[config.mk]
export PLATFORM = sky130hd
export DESIGN_NAME = matrix_shift_rx
export DESIGN_NICKNAME = d
export VERILOG_FILES = /design/src/rtl/matrix_shift_rx_pkg.sv /design/src/rtl/matrix_shift_rx_pin_sync_edge.sv /design/src/rtl/matrix_shift_rx.sv
export SDC_FILE = /design/constraint.sdc
export NUM_CORES = 1
export LEC_CHECK = 0
export BUFFER_PORTS_ARGS = -buffer_cell sky130_fd_sc_hd__buf_2
export CAP_MARGIN = 20
export CORE_ASPECT_RATIO = 1.2
export CORE_MARGIN = 2
export CORE_UTILIZATION = 37
export CTS_BUF_LIST = sky130_fd_sc_hd__clkbuf_4 sky130_fd_sc_hd__clkbuf_8
export DETAILED_ROUTE_END_ITERATION = 6
export PLACE_DENSITY_LB_ADDON = 0.2
export REMOVE_ABC_BUFFERS = 1
export SYNTH_ARGS = -nofsm -noshare
export SYNTH_HDL_FRONTEND = slang
export SYNTH_SLANG_ARGS = --single-unit
export TNS_END_PERCENT = 100
[constraint.sdc]
create_clock -name clock -period 4.8 [get_ports clock]
set_input_delay 0.96 -clock clock [delete_from_list [all_inputs] [get_ports clock]]
set_output_delay 0.96 -clock clock [all_outputs]
set_load 0.005 [all_outputs]
[src/rtl/matrix_shift_rx_pkg.sv]
// rtl/matrix_shift_rx_pkg.sv - shared constants and CRC helper for matrix_shift_rx
package matrix_shift_rx_pkg;

    // Row tracker is a fixed 8-bit register; all-ones means "no row written yet".
    localparam int              TRK_W    = 8;
    localparam logic [TRK_W-1:0] ROW_NONE = '1;

    localparam int              FCNT_W   = 16;

    localparam logic [7:0]      CRC_POLY = 8'h07;
    localparam logic [7:0]      CRC_INIT = 8'h00;

    // One MSB-first CRC-8 step.
    function automatic logic [7:0] crc8_step(input logic [7:0] crc, input logic bit_in);
        crc8_step = {crc[6:0], 1'b0} ^ (((crc[7] ^ bit_in) == 1'b1) ? CRC_POLY : 8'h00);
    endfunction

endpackage

[src/rtl/matrix_shift_rx_pin_sync_edge.sv]
// rtl/matrix_shift_rx_pin_sync_edge.sv - pin synchroniser with rising-edge pulse
//
// Ports:
//   clock, resetb : system clock, asynchronous active-low reset
//   i_pin         : asynchronous input pin
//   o_level       : synchronised level (SYNC_STAGES flops deep)
//   o_rise        : one-cycle pulse when o_level goes 0 -> 1
// SYNC_STAGES must be at least 2.
module pin_sync_edge #(
    parameter int SYNC_STAGES = 2
) (
    input  logic clock,
    input  logic resetb,
    input  logic i_pin,
    output logic o_level,
    output logic o_rise
);

    logic [SYNC_STAGES-1:0] r_sync;
    logic                   r_prev;

    always_ff @(posedge clock or negedge resetb) begin
        if (!resetb) begin
            r_sync <= '0;
            r_prev <= 1'b0;
        end else begin
            r_sync <= {r_sync[SYNC_STAGES-2:0], i_pin};
            r_prev <= r_sync[SYNC_STAGES-1];
        end
    end

    assign o_level = r_sync[SYNC_STAGES-1];
    assign o_rise  = r_sync[SYNC_STAGES-1] & ~r_prev;

endmodule

[src/rtl/matrix_shift_rx.sv]
// rtl/matrix_shift_rx.sv - LED-matrix shift-register receiver with double-buffered frame store
//
// Ports:
//   clock, resetb                  : system clock, asynchronous active-low reset
//   rclk/rsdi, cclk/csdi, le, oeb  : asynchronous matrix interface pins
//   row_q, col_q                   : latched row/column patterns, zero while oeb is high
//   rd_addr, rd_data               : display-buffer read port, 1-cycle latency
//   frame_done, frame_count        : frame completion pulse and wrapping 16-bit count
//   err_multirow, err_overrun      : sticky error flags
//   frame_crc, crc_valid           : CRC-8 of each completed frame (MATRIX_SHIFT_RX_CRC_EN only)
// Optional feature macro: MATRIX_SHIFT_RX_CRC_EN
module matrix_shift_rx
    import matrix_shift_rx_pkg::*;
#(
    parameter int ROWS        = 8,
    parameter int COLS        = 8,
    parameter int SYNC_STAGES = 2
) (
    input  logic                     clock,
    input  logic                     resetb,
    input  logic                     rclk,
    input  logic                     rsdi,
    input  logic                     cclk,
    input  logic                     csdi,
    input  logic                     le,
    input  logic                     oeb,
    output logic [ROWS-1:0]          row_q,
    output logic [COLS-1:0]          col_q,
    input  logic [$clog2(ROWS)-1:0]  rd_addr,
    output logic [COLS-1:0]          rd_data,
    output logic                     frame_done,
    output logic [FCNT_W-1:0]        frame_count,
    output logic                     err_multirow,
    output logic                     err_overrun
`ifdef MATRIX_SHIFT_RX_CRC_EN
    ,
    output logic [7:0]               frame_crc,
    output logic                     crc_valid
`endif
);

    localparam int IDX_W  = $clog2(ROWS);
    localparam int RCNT_W = $clog2(ROWS + 2);
    localparam int CCNT_W = $clog2(COLS + 2);
    localparam logic [RCNT_W-1:0] RCNT_MAX = RCNT_W'(ROWS + 1);
    localparam logic [CCNT_W-1:0] CCNT_MAX = CCNT_W'(COLS + 1);

    // Pin order: 0 rclk, 1 rsdi, 2 cclk, 3 csdi, 4 le, 5 oeb
    logic [5:0] w_pin;
    logic [5:0] w_lvl;
    logic [5:0] w_rise;
    logic       w_unused_sync;

    assign w_pin = {oeb, le, csdi, cclk, rsdi, rclk};

    for (genvar g = 0; g < 6; g++) begin : g_sync
        pin_sync_edge #(.SYNC_STAGES(SYNC_STAGES)) u_sync (
            .clock   (clock),
            .resetb  (resetb),
            .i_pin   (w_pin[g]),
            .o_level (w_lvl[g]),
            .o_rise  (w_rise[g])
        );
    end

    assign w_unused_sync = ^{w_lvl[0], w_lvl[2], w_lvl[4], w_rise[1], w_rise[3], w_rise[5]};

    logic [ROWS-1:0]   r_rsh, r_row_l;
    logic [COLS-1:0]   r_csh, r_col_l;
    logic [RCNT_W-1:0] r_rcnt;
    logic [CCNT_W-1:0] r_ccnt;
    logic [TRK_W-1:0]  r_trk;
    logic              r_sel;
    logic [COLS-1:0]   r_bank0 [ROWS];
    logic [COLS-1:0]   r_bank1 [ROWS];
    logic [COLS-1:0]   r_rd_data;
    logic              r_frame_done;
    logic [FCNT_W-1:0] r_frame_count;
    logic              r_err_multirow;
    logic              r_err_overrun;

    logic [ROWS-1:0]   w_rsh_nxt;
    logic [COLS-1:0]   w_csh_nxt;
    logic [RCNT_W-1:0] w_rcnt_nxt;
    logic [CCNT_W-1:0] w_ccnt_nxt;
    logic [IDX_W-1:0]  w_idx;
    logic              w_onehot;
    logic              w_multi;
    logic              w_latch;
    logic              w_complete;
    logic              w_wr_bank;

    // The latch sees post-shift chain contents, so a coincident shift edge is included.
    always_comb begin
        w_rsh_nxt  = w_rise[0] ? {r_rsh[ROWS-2:0], w_lvl[1]} : r_rsh;
        w_csh_nxt  = w_rise[2] ? {r_csh[COLS-2:0], w_lvl[3]} : r_csh;
        w_rcnt_nxt = (w_rise[0] && (r_rcnt != RCNT_MAX)) ? r_rcnt + 1'b1 : r_rcnt;
        w_ccnt_nxt = (w_rise[2] && (r_ccnt != CCNT_MAX)) ? r_ccnt + 1'b1 : r_ccnt;
        w_idx      = '0;
        for (int i = 0; i < ROWS; i++) begin
            if (w_rsh_nxt[i]) begin
                w_idx = IDX_W'(i);
            end
        end
        w_onehot   = (w_rsh_nxt != '0) && ((w_rsh_nxt & (w_rsh_nxt - ROWS'(1))) == '0);
        w_multi    = (w_rsh_nxt != '0) && !w_onehot;
        w_latch    = w_rise[4];
        w_complete = w_latch && w_onehot && (w_idx == '0) && (r_trk == TRK_W'(ROWS - 1));
        // The completing row-0 write lands in the bank that is about to become the write bank.
        w_wr_bank  = w_complete ? r_sel : ~r_sel;
    end

    always_ff @(posedge clock or negedge resetb) begin
        if (!resetb) begin
            r_rsh          <= '0;
            r_csh          <= '0;
            r_row_l        <= '0;
            r_col_l        <= '0;
            r_rcnt         <= '0;
            r_ccnt         <= '0;
            r_trk          <= ROW_NONE;
            r_sel          <= 1'b0;
            r_rd_data      <= '0;
            r_frame_done   <= 1'b0;
            r_frame_count  <= '0;
            r_err_multirow <= 1'b0;
            r_err_overrun  <= 1'b0;
            for (int i = 0; i < ROWS; i++) begin
                r_bank0[i] <= '0;
                r_bank1[i] <= '0;
            end
        end else begin
            r_rsh        <= w_rsh_nxt;
            r_csh        <= w_csh_nxt;
            r_rcnt       <= w_latch ? '0 : w_rcnt_nxt;
            r_ccnt       <= w_latch ? '0 : w_ccnt_nxt;
            r_frame_done <= w_complete;
            if ((w_rcnt_nxt == RCNT_MAX) || (w_ccnt_nxt == CCNT_MAX)) begin
                r_err_overrun <= 1'b1;
            end
            if (w_latch) begin
                r_row_l <= w_rsh_nxt;
                r_col_l <= w_csh_nxt;
                if (w_onehot) begin
                    r_trk <= TRK_W'(w_idx);
                    if (w_wr_bank) begin
                        r_bank1[w_idx] <= w_csh_nxt;
                    end else begin
                        r_bank0[w_idx] <= w_csh_nxt;
                    end
                end
                if (w_multi) begin
                    r_err_multirow <= 1'b1;
                end
            end
            if (w_complete) begin
                r_sel         <= ~r_sel;
                r_frame_count <= r_frame_count + 1'b1;
            end
            if (int'(rd_addr) < ROWS) begin
                r_rd_data <= r_sel ? r_bank1[rd_addr] : r_bank0[rd_addr];
            end else begin
                r_rd_data <= '0;
            end
        end
    end

    assign row_q        = r_row_l & {ROWS{~w_lvl[5]}};
    assign col_q        = r_col_l & {COLS{~w_lvl[5]}};
    assign rd_data      = r_rd_data;
    assign frame_done   = r_frame_done;
    assign frame_count  = r_frame_count;
    assign err_multirow = r_err_multirow;
    assign err_overrun  = r_err_overrun;

`ifdef MATRIX_SHIFT_RX_CRC_EN
    localparam int CIDX_W = (COLS > 1) ? $clog2(COLS) : 1;

    logic [IDX_W-1:0]  r_crc_row;
    logic [CIDX_W-1:0] r_crc_col;
    logic              r_crc_busy;
    logic [7:0]        r_crc;
    logic [7:0]        r_frame_crc;
    logic              r_crc_valid;
    logic              w_crc_bit;
    logic [7:0]        w_crc_nxt;

    // Walks the new display bank (sel has already toggled) row by row, MSB first.
    always_comb begin
        w_crc_bit = r_sel ? r_bank1[r_crc_row][r_crc_col] : r_bank0[r_crc_row][r_crc_col];
        w_crc_nxt = crc8_step(r_crc, w_crc_bit);
    end

    always_ff @(posedge clock or negedge resetb) begin
        if (!resetb) begin
            r_crc_row   <= '0;
            r_crc_col   <= '0;
            r_crc_busy  <= 1'b0;
            r_crc       <= CRC_INIT;
            r_frame_crc <= '0;
            r_crc_valid <= 1'b0;
        end else begin
            r_crc_valid <= 1'b0;
            if (w_complete) begin
                r_crc_busy <= 1'b1;
                r_crc_row  <= '0;
                r_crc_col  <= CIDX_W'(COLS - 1);
                r_crc      <= CRC_INIT;
            end else if (r_crc_busy) begin
                r_crc <= w_crc_nxt;
                if (r_crc_col == '0) begin
                    r_crc_col <= CIDX_W'(COLS - 1);
                    if (r_crc_row == IDX_W'(ROWS - 1)) begin
                        r_crc_busy  <= 1'b0;
                        r_frame_crc <= w_crc_nxt;
                        r_crc_valid <= 1'b1;
                    end else begin
                        r_crc_row <= r_crc_row + 1'b1;
                    end
                end else begin
                    r_crc_col <= r_crc_col - 1'b1;
                end
            end
        end
    end

    assign frame_crc = r_frame_crc;
    assign crc_valid = r_crc_valid;
`endif

endmodule
; Word level (Yosys, flattened, before mapping)
; Cells that the tools add are included.
[totals]
regBits = 219
latchBits = 0
mem_bits_rw = 0
romBits = 0
in_bits = 11
word_cells = 106
memories = 0
[classes]
addsub = 4
n_mul = 0
div_mod_pow = 0
order_cmp = 3
n_eq_ne = 5
n_shift = 0
n_mux = 25
bitwise_logic = 14
reduce_logical = 17
[op_table]
columns = operator, count
row1 = $bwmux W64, 2
row2 = $mux W8, 8
row3 = $bmux W8 S3, 2
row4 = $and A8 B8 Y8, 3
row5 = $demux W8 S3, 1
row6 = $add A16 B1 Y16 const B, 1
row7 = $mux W4, 4
row8 = $mux W3, 5
row9 = $add A4 B1 Y4 const B, 2
row10 = $eq A4 B4 Y1 const B, 2
row11 = $eq A8 B3 Y1 const B, 1
row12 = $ge A4 B4 Y1 const B, 2
row13 = $logic_and A1 B1 Y1, 8
row14 = $logic_not A8 Y1, 1
row15 = $ne A4 B4 Y1 const B, 2
row16 = $not A3 Y4, 2
row17 = $reduce_bool A8 Y1, 1
row18 = $sub A8 B1 Y8 const B, 1
row19 = $not A1 Y1, 6
row20 = $reduce_and A3 Y1, 2
row21 = $lt A4 B1 Y1 const B, 1
row22 = $reduce_and A2 Y1, 2
row23 = $and A1 B1 Y1, 3
row24 = $logic_not A3 Y1, 1
row25 = other kinds (4), 5

; Longest topological paths before layout
[depth]
word_depth = 16
ltp_mapped = 11
ltp_nobuf = 8

; Modules after synthesis
; Synthesis repeated with hierarchy kept, for this count alone.
[unflattened]
hier_cells = 667
hier_area_um2 = 9781.9
[modules_own_cells]
columns = mod, instances, cells_per_inst, area_each_um2, seq_area_each_um2
row1 = matrix_shift_rx, 1, 643, 9248.9, 5009.8
row2 = pin_sync_edge, 6, 4, 88.8, 75.1

; Worst setup path before layout
; No wires, ideal clock.
[synth_path]
kind = in2reg
start = input rd_addr[0]
end = register r_rd_data[0], in the netlist rd_data[0]
setup_ns = 0.138
arrival_ns = 2.717
t_required_ns = 4.662
setup_slack_ns = 1.944
stages = 4
path_buffers = 2
cell_sequence = clkbuf_1 buf_1 mux4_2 mux4_2
[synth_via]
elab_chain_cells = 5
elab_cells_between_ends = 8
classes_between = mux: 7 / bitwise: 1
[synth_lines]
columns = element, line
row1 = "start, declared", matrix_shift_rx.sv:29  ; input logic [$clog2(ROWS)-1:0] rd_addr,
row2 = $not A3 Y4 (not written as such) *, matrix_shift_rx.sv:161  ; r_rd_data <= r_sel ? r_bank1[rd_addr] : r_bank0[rd_addr];
row3 = $bmux W8 S3, matrix_shift_rx.sv:161
row4 = $mux W8 (not written as such) (2 in series), matrix_shift_rx.sv:161
row5 = $mux W8 *, matrix_shift_rx.sv:161
row6 = "end signal, assigned", matrix_shift_rx.sv:161
row7 = "end, declared", matrix_shift_rx.sv:76  ; logic [COLS-1:0] r_rd_data;
; Mark *: on every way between the ends. The rest lies on a longest branch, timed or not. The select of a mux whose other input is x is not followed.
; A chain may end at the register's enable or synchronous reset.

; Worst setup path in the final report
[layout_path]
start = register g_sync[0].u_sync.r_sync[1]
end = register r_bank0[3] in the netlist's numbering
[layout_via]
elab_chain_cells = 15
elab_cells_between_ends = 28
classes_between = add/sub: 1 / order compare: 2 / mux: 12 / bitwise: 4 / reduce/logical: 9
[layout_lines]
columns = element, line
row1 = "start, declared", matrix_shift_rx_pin_sync_edge.sv:19  ; logic [SYNC_STAGES-1:0] r_sync;
row2 = "start signal, assigned", matrix_shift_rx_pin_sync_edge.sv:27  ; r_sync <= {r_sync[SYNC_STAGES-2:0], i_pin};
row3 = $and A1 B1 Y1 *, matrix_shift_rx_pin_sync_edge.sv:33  ; assign o_rise = r_sync[SYNC_STAGES-1] & ~r_prev;
row4 = $mux W8 *, matrix_shift_rx.sv:95  ; w_rsh_nxt = w_rise[0] ? {r_rsh[ROWS-2:0], w_lvl[1]} : r_rsh;
row5 = $mux W1, matrix_shift_rx.sv:101  ; if (w_rsh_nxt[i]) begin
row6 = $mux W2, matrix_shift_rx.sv:101
row7 = $mux W3 (5 in series), matrix_shift_rx.sv:101
row8 = $not A3 Y4 (not written as such) / $logic_not A3 Y1 (equally long branches), "matrix_shift_rx.sv:149, matrix_shift_rx.sv:108"
row9 = $ge A4 B4 Y1 (not written as such) (tied with other cells), matrix_shift_rx.sv:149  ; r_bank0[w_idx] <= w_csh_nxt;
row10 = $logic_and A1 B1 Y1 (on tied branches), "matrix_shift_rx.sv:149, matrix_shift_rx.sv:108"
row11 = $mux W8 (not written as such) / $mux W1 (equally long branches), "matrix_shift_rx.sv:149, matrix_shift_rx.sv:110"
row12 = $demux W8 S3 / $not A1 Y1 (equally long branches), n/a
row13 = $bwmux W64 / $reduce_and A3 Y1 (equally long branches), n/a
row14 = "end signal, assigned by index", matrix_shift_rx.sv:149
row15 = "end, declared", matrix_shift_rx.sv:74  ; logic [COLS-1:0] r_bank0 [ROWS];
; Mark *: on every way between the ends. The rest lies on a longest branch, timed or not.

==> out/metrics.csv <==
stage,metric,value,unit
cts,Clock Path Buffers,3,
worst_setup_path,Worst Path Arrival,4.30,ns
synth,Commonest cells post-synth,"211 x dfrtp_1, 137 x mux2_2, 67 x nand2_1",
sta,Max Slew Vio Count,0,
synth,top-count cell post-synth,dfrtp_1,
sta,Fin Setup TNS,0,ns
cts,clock tree from TritonCTS,yes,
place,Final HPWL DP,14.3,mm
grt,grt total ovfl,0,
drt,drt first pass iters,4,
place,gpl congestion,0.847,
drt,"antenna viol nets, final",0,
final_layout,proportion of layout cells with a drive suffix above 1,39.5,%
worst_setup_path,Startpoint Class,register,
power,Worst VDD drop,0.193,mV
worst_setup_path,Critical Path RT,5.21,ns
final_layout,Post-Layout Cell Count,1113,
sta,period utilization,81.0,%
cts,Skew-Pair Late Insertion Delay,0.54,ns
sta,Rel. slew slack,31.7,%
synth,Mapped Cells,705,
synth,sequential fraction of the synthesis area,56.4,%
power,Power Total,5.10,mW
floorplanning,core box area,0.0255,mm²
power,PwrDens,468,mW/mm²
sta,final setup vio count,0,
cts,root buf cell,clkbuf_8,
drt,vias per inst,5.19,
worst_setup_path,FF-to-FF Start,g_sync[0].u_sync.r_sync[1]$_DFF_PN0_,
worst_setup_path,FF-to-FF setup slack,0.91,ns
floorplanning,Initial Util,37.5,%
synth,ys async rst share,100,%
run,MaxCap Viol Count,0,
floorplanning,Ports,54,
drt,Wirelength per Cell,19.7,µm
cts,H-tree depth,2,
cts,# hold bufs at CTS,0,
final_layout,synthesis-to-finish area growth,13.9,%
cts,post-CTS sizing,0,
hold_path,Hold Path Sink,g_sync[2].u_sync.r_sync[1]$_DFF_PN0_,
floorplanning,# rows,64,
floorplanning,Die ar.,0.0271,mm²
place,Port-buffer cells,53,
cts,Post-CTS Setup Bufs,0,
sta,Slew @ Worst Pin,1.02,ns
synth,Post-synth EDFFs,0,
drt,Vias,5776,
cts,"Reg clk slew, reported paths",0.06,ns
sta,RSZ-0062 raised after global routing,false,
floorplanning,Die Y,180,µm
hold_path,worst min-delay path class,register to register,
final_layout,nets,777,
worst_setup_path,worst-case reg-to-reg path depth,7,
synth,synth warn,0,
final_layout,post-layout util,42.7,%
worst_setup_path,worst r2r dst,r_bank0[3]$_DFFE_PN0P_,
sta,endpoints failing hold,0,
drt,Iteration-0 DRC Markers,194,
synth,Post-Syn Area,0.00955,mm²
grt,total track usage,17.0,%
grt,initial antenna violation count,0,
cts,CTS buffer count,38,
sta,fin crit period,3.89,ns
drt,drt drc,0,
worst_setup_path,Setup CP Type,register to register,
grt,vias in the first global route,6250,
power,Pleak,5.21,nW
final_layout,# diodes,0,
synth,Area contributors post-synth,"dfrtp_1 55%, mux2_2 16%, mux4_2 9.4%",
sta,max frequency,0.257,GHz
synth,Synth cell types,52,
hold_path,Hold Path Depth,0,
floorplanning,die width,151,µm
cts,clock sink count,215,
hold_path,Hold Path Origin,g_sync[2].u_sync.r_sync[0]$_DFF_PN0_,
synth,dominant synthesized flop cell,dfrtp_1,
synth,share of the synthesized area in the top cell type,55.3,%
outcome,status,finished clean,
sta,skew final,0.0248,ns
place,Inst Count DP,1051,
synth,Synth Register Bits,215,
grt,largest net degree at the start of global routing,132,
worst_setup_path,Worst Setup End Kind,register,
worst_setup_path,worst-path maximum fanout,13,
synth,Synth area leader,dfrtp_1,
synth,Syn Area/Cell,13.5,µm²
grt,global-route wire length before repair,35.7,mm
drt,final WL,21.9,mm
worst max-delay path, stage by stage, from the launching register on:
cell and delay [ns]:
dfrtp_1 0.42, nor2b_1 0.75, o21ai_0 0.19, or4_1 0.42, o21ai_1 0.47, nand3_2 0.35
nor3_2 0.76, mux2_2 0.41
kinds of logic (layout without fill, tap and decap cells):
kind of cell    Yosys count  after routing  synth area share [%]
compound gates           44             44                  3.04
xor+xnor                 21             21                  2.00
fa+ha+maj                 5              5                 0.655
buf+inv                  57            135                  2.36
flops                   215            215                  56.4
mux                     179            179                  25.8
simple gates            184            184                  9.75
registers in the layout, indices dropped and copies added, names as in the netlist:
register              count
err_multirow              1
err_overrun               1
frame_count              16
frame_done                1
g_sync.u_sync.r_prev      3
g_sync.u_sync.r_sync     12
r_bank0                  64
r_bank1                  64
r_ccnt                    4
r_col_l                   8
r_csh                     8
r_rcnt                    4
r_row_l                   8
r_rsh                     8
r_sel                     1
r_trk                     4
rd_data                   8
final cells by class:
cell class / instances / area, µm²
tap: 330 / 413
timing repair buffer: 57 / 318
multi-input combinational: 433 / 3940
fill: 2416 / 14600
inverter: 16 / 60.1
clock inverter: 4 / 28.8
sequential: 215 / 5390
clock buffer: 58 / 736
metal layers:
metal / vias to the layer above / share of wire, % / GRT usage [%]
li1: 2626 / - / -
met1: 3027 / 44 / 22.5
met2: 84 / 51 / 28.5
met3: 39 / 3.1 / 3.20
met4: 0 / 2.1 / 4.86
met5: - / 0 / 0
cell usage in the layout (no fill, tap or decap), drive strengths merged, types with 2 or more instances in the layout:
cell,Yosys,layout
o21ai,11,11
or2,3,3
buf,10,57
a31oi,4,4
nor4,5,5
mux2,138,138
dfstp,4,4
nand4,8,8
a21o,3,3
clkinv,0,2
mux4,40,40
a221oi,3,3
xnor2,10,10
and3b,3,3
nand3,13,13
nand2b,9,9
a211oi,4,4
nor2b,20,20
clkbuf,31,58
inv,16,17
nor2,34,34
nor3,14,14
a21oi,10,10
o32ai,2,2
or4,2,2
nand2,67,67
xor2,11,11
nand4b,2,2
ha,5,5
o21bai,2,2
dfrtp,211,211
through the flow:
step	hold WS [ns]	area (µm²)	setup WS, ns
after floorplan	0.331	9390	1.87
after global placement	0.336	10100	0.923
after detailed placement	0.336	10100	0.896
after CTS	0.349	10900	0.857
after global routing	0.351	10900	0.565
final	0.345	10900	0.910
worst max-delay path by stage:
| stage | startpoint | endpoint | slack [ns] | cells after the start |
|---|---|---|---|---|
| 6_report | g_sync[0].u_sync.r_sync[1]$_DFF_PN0_ | r_bank0[3]$_DFFE_PN0P_ | 0.91 | 7 |
| 3_3_place_gp | g_sync[0].u_sync.r_sync[1]$_DFF_PN0_ | r_bank0[6]$_DFFE_PN0P_ | 0.92 | 7 |
| 2_1_floorplan | g_sync[0].u_sync.r_prev$_DFF_PN0_ | r_bank1[10]$_DFFE_PN0P_ | 1.87 | 7 |
| 4_1_cts | g_sync[0].u_sync.r_sync[1]$_DFF_PN0_ | r_bank0[3]$_DFFE_PN0P_ | 0.86 | 7 |
| 5_1_grt | g_sync[0].u_sync.r_sync[1]$_DFF_PN0_ | r_bank0[4]$_DFFE_PN0P_ | 0.57 | 7 |
| 3_5_place_dp | g_sync[0].u_sync.r_sync[1]$_DFF_PN0_ | r_bank0[0]$_DFFE_PN0P_ | 0.90 | 7 |
power by group:
group	internal, mW	leakage, nW	switching [mW]	total, mW
logic	0.484	1.95	0.517	1.00
registers	2.17	2.85	0.217	2.39
clock network	0.971	0.405	0.737	1.71
Note: power is estimated with default switching activity, not from simulation.
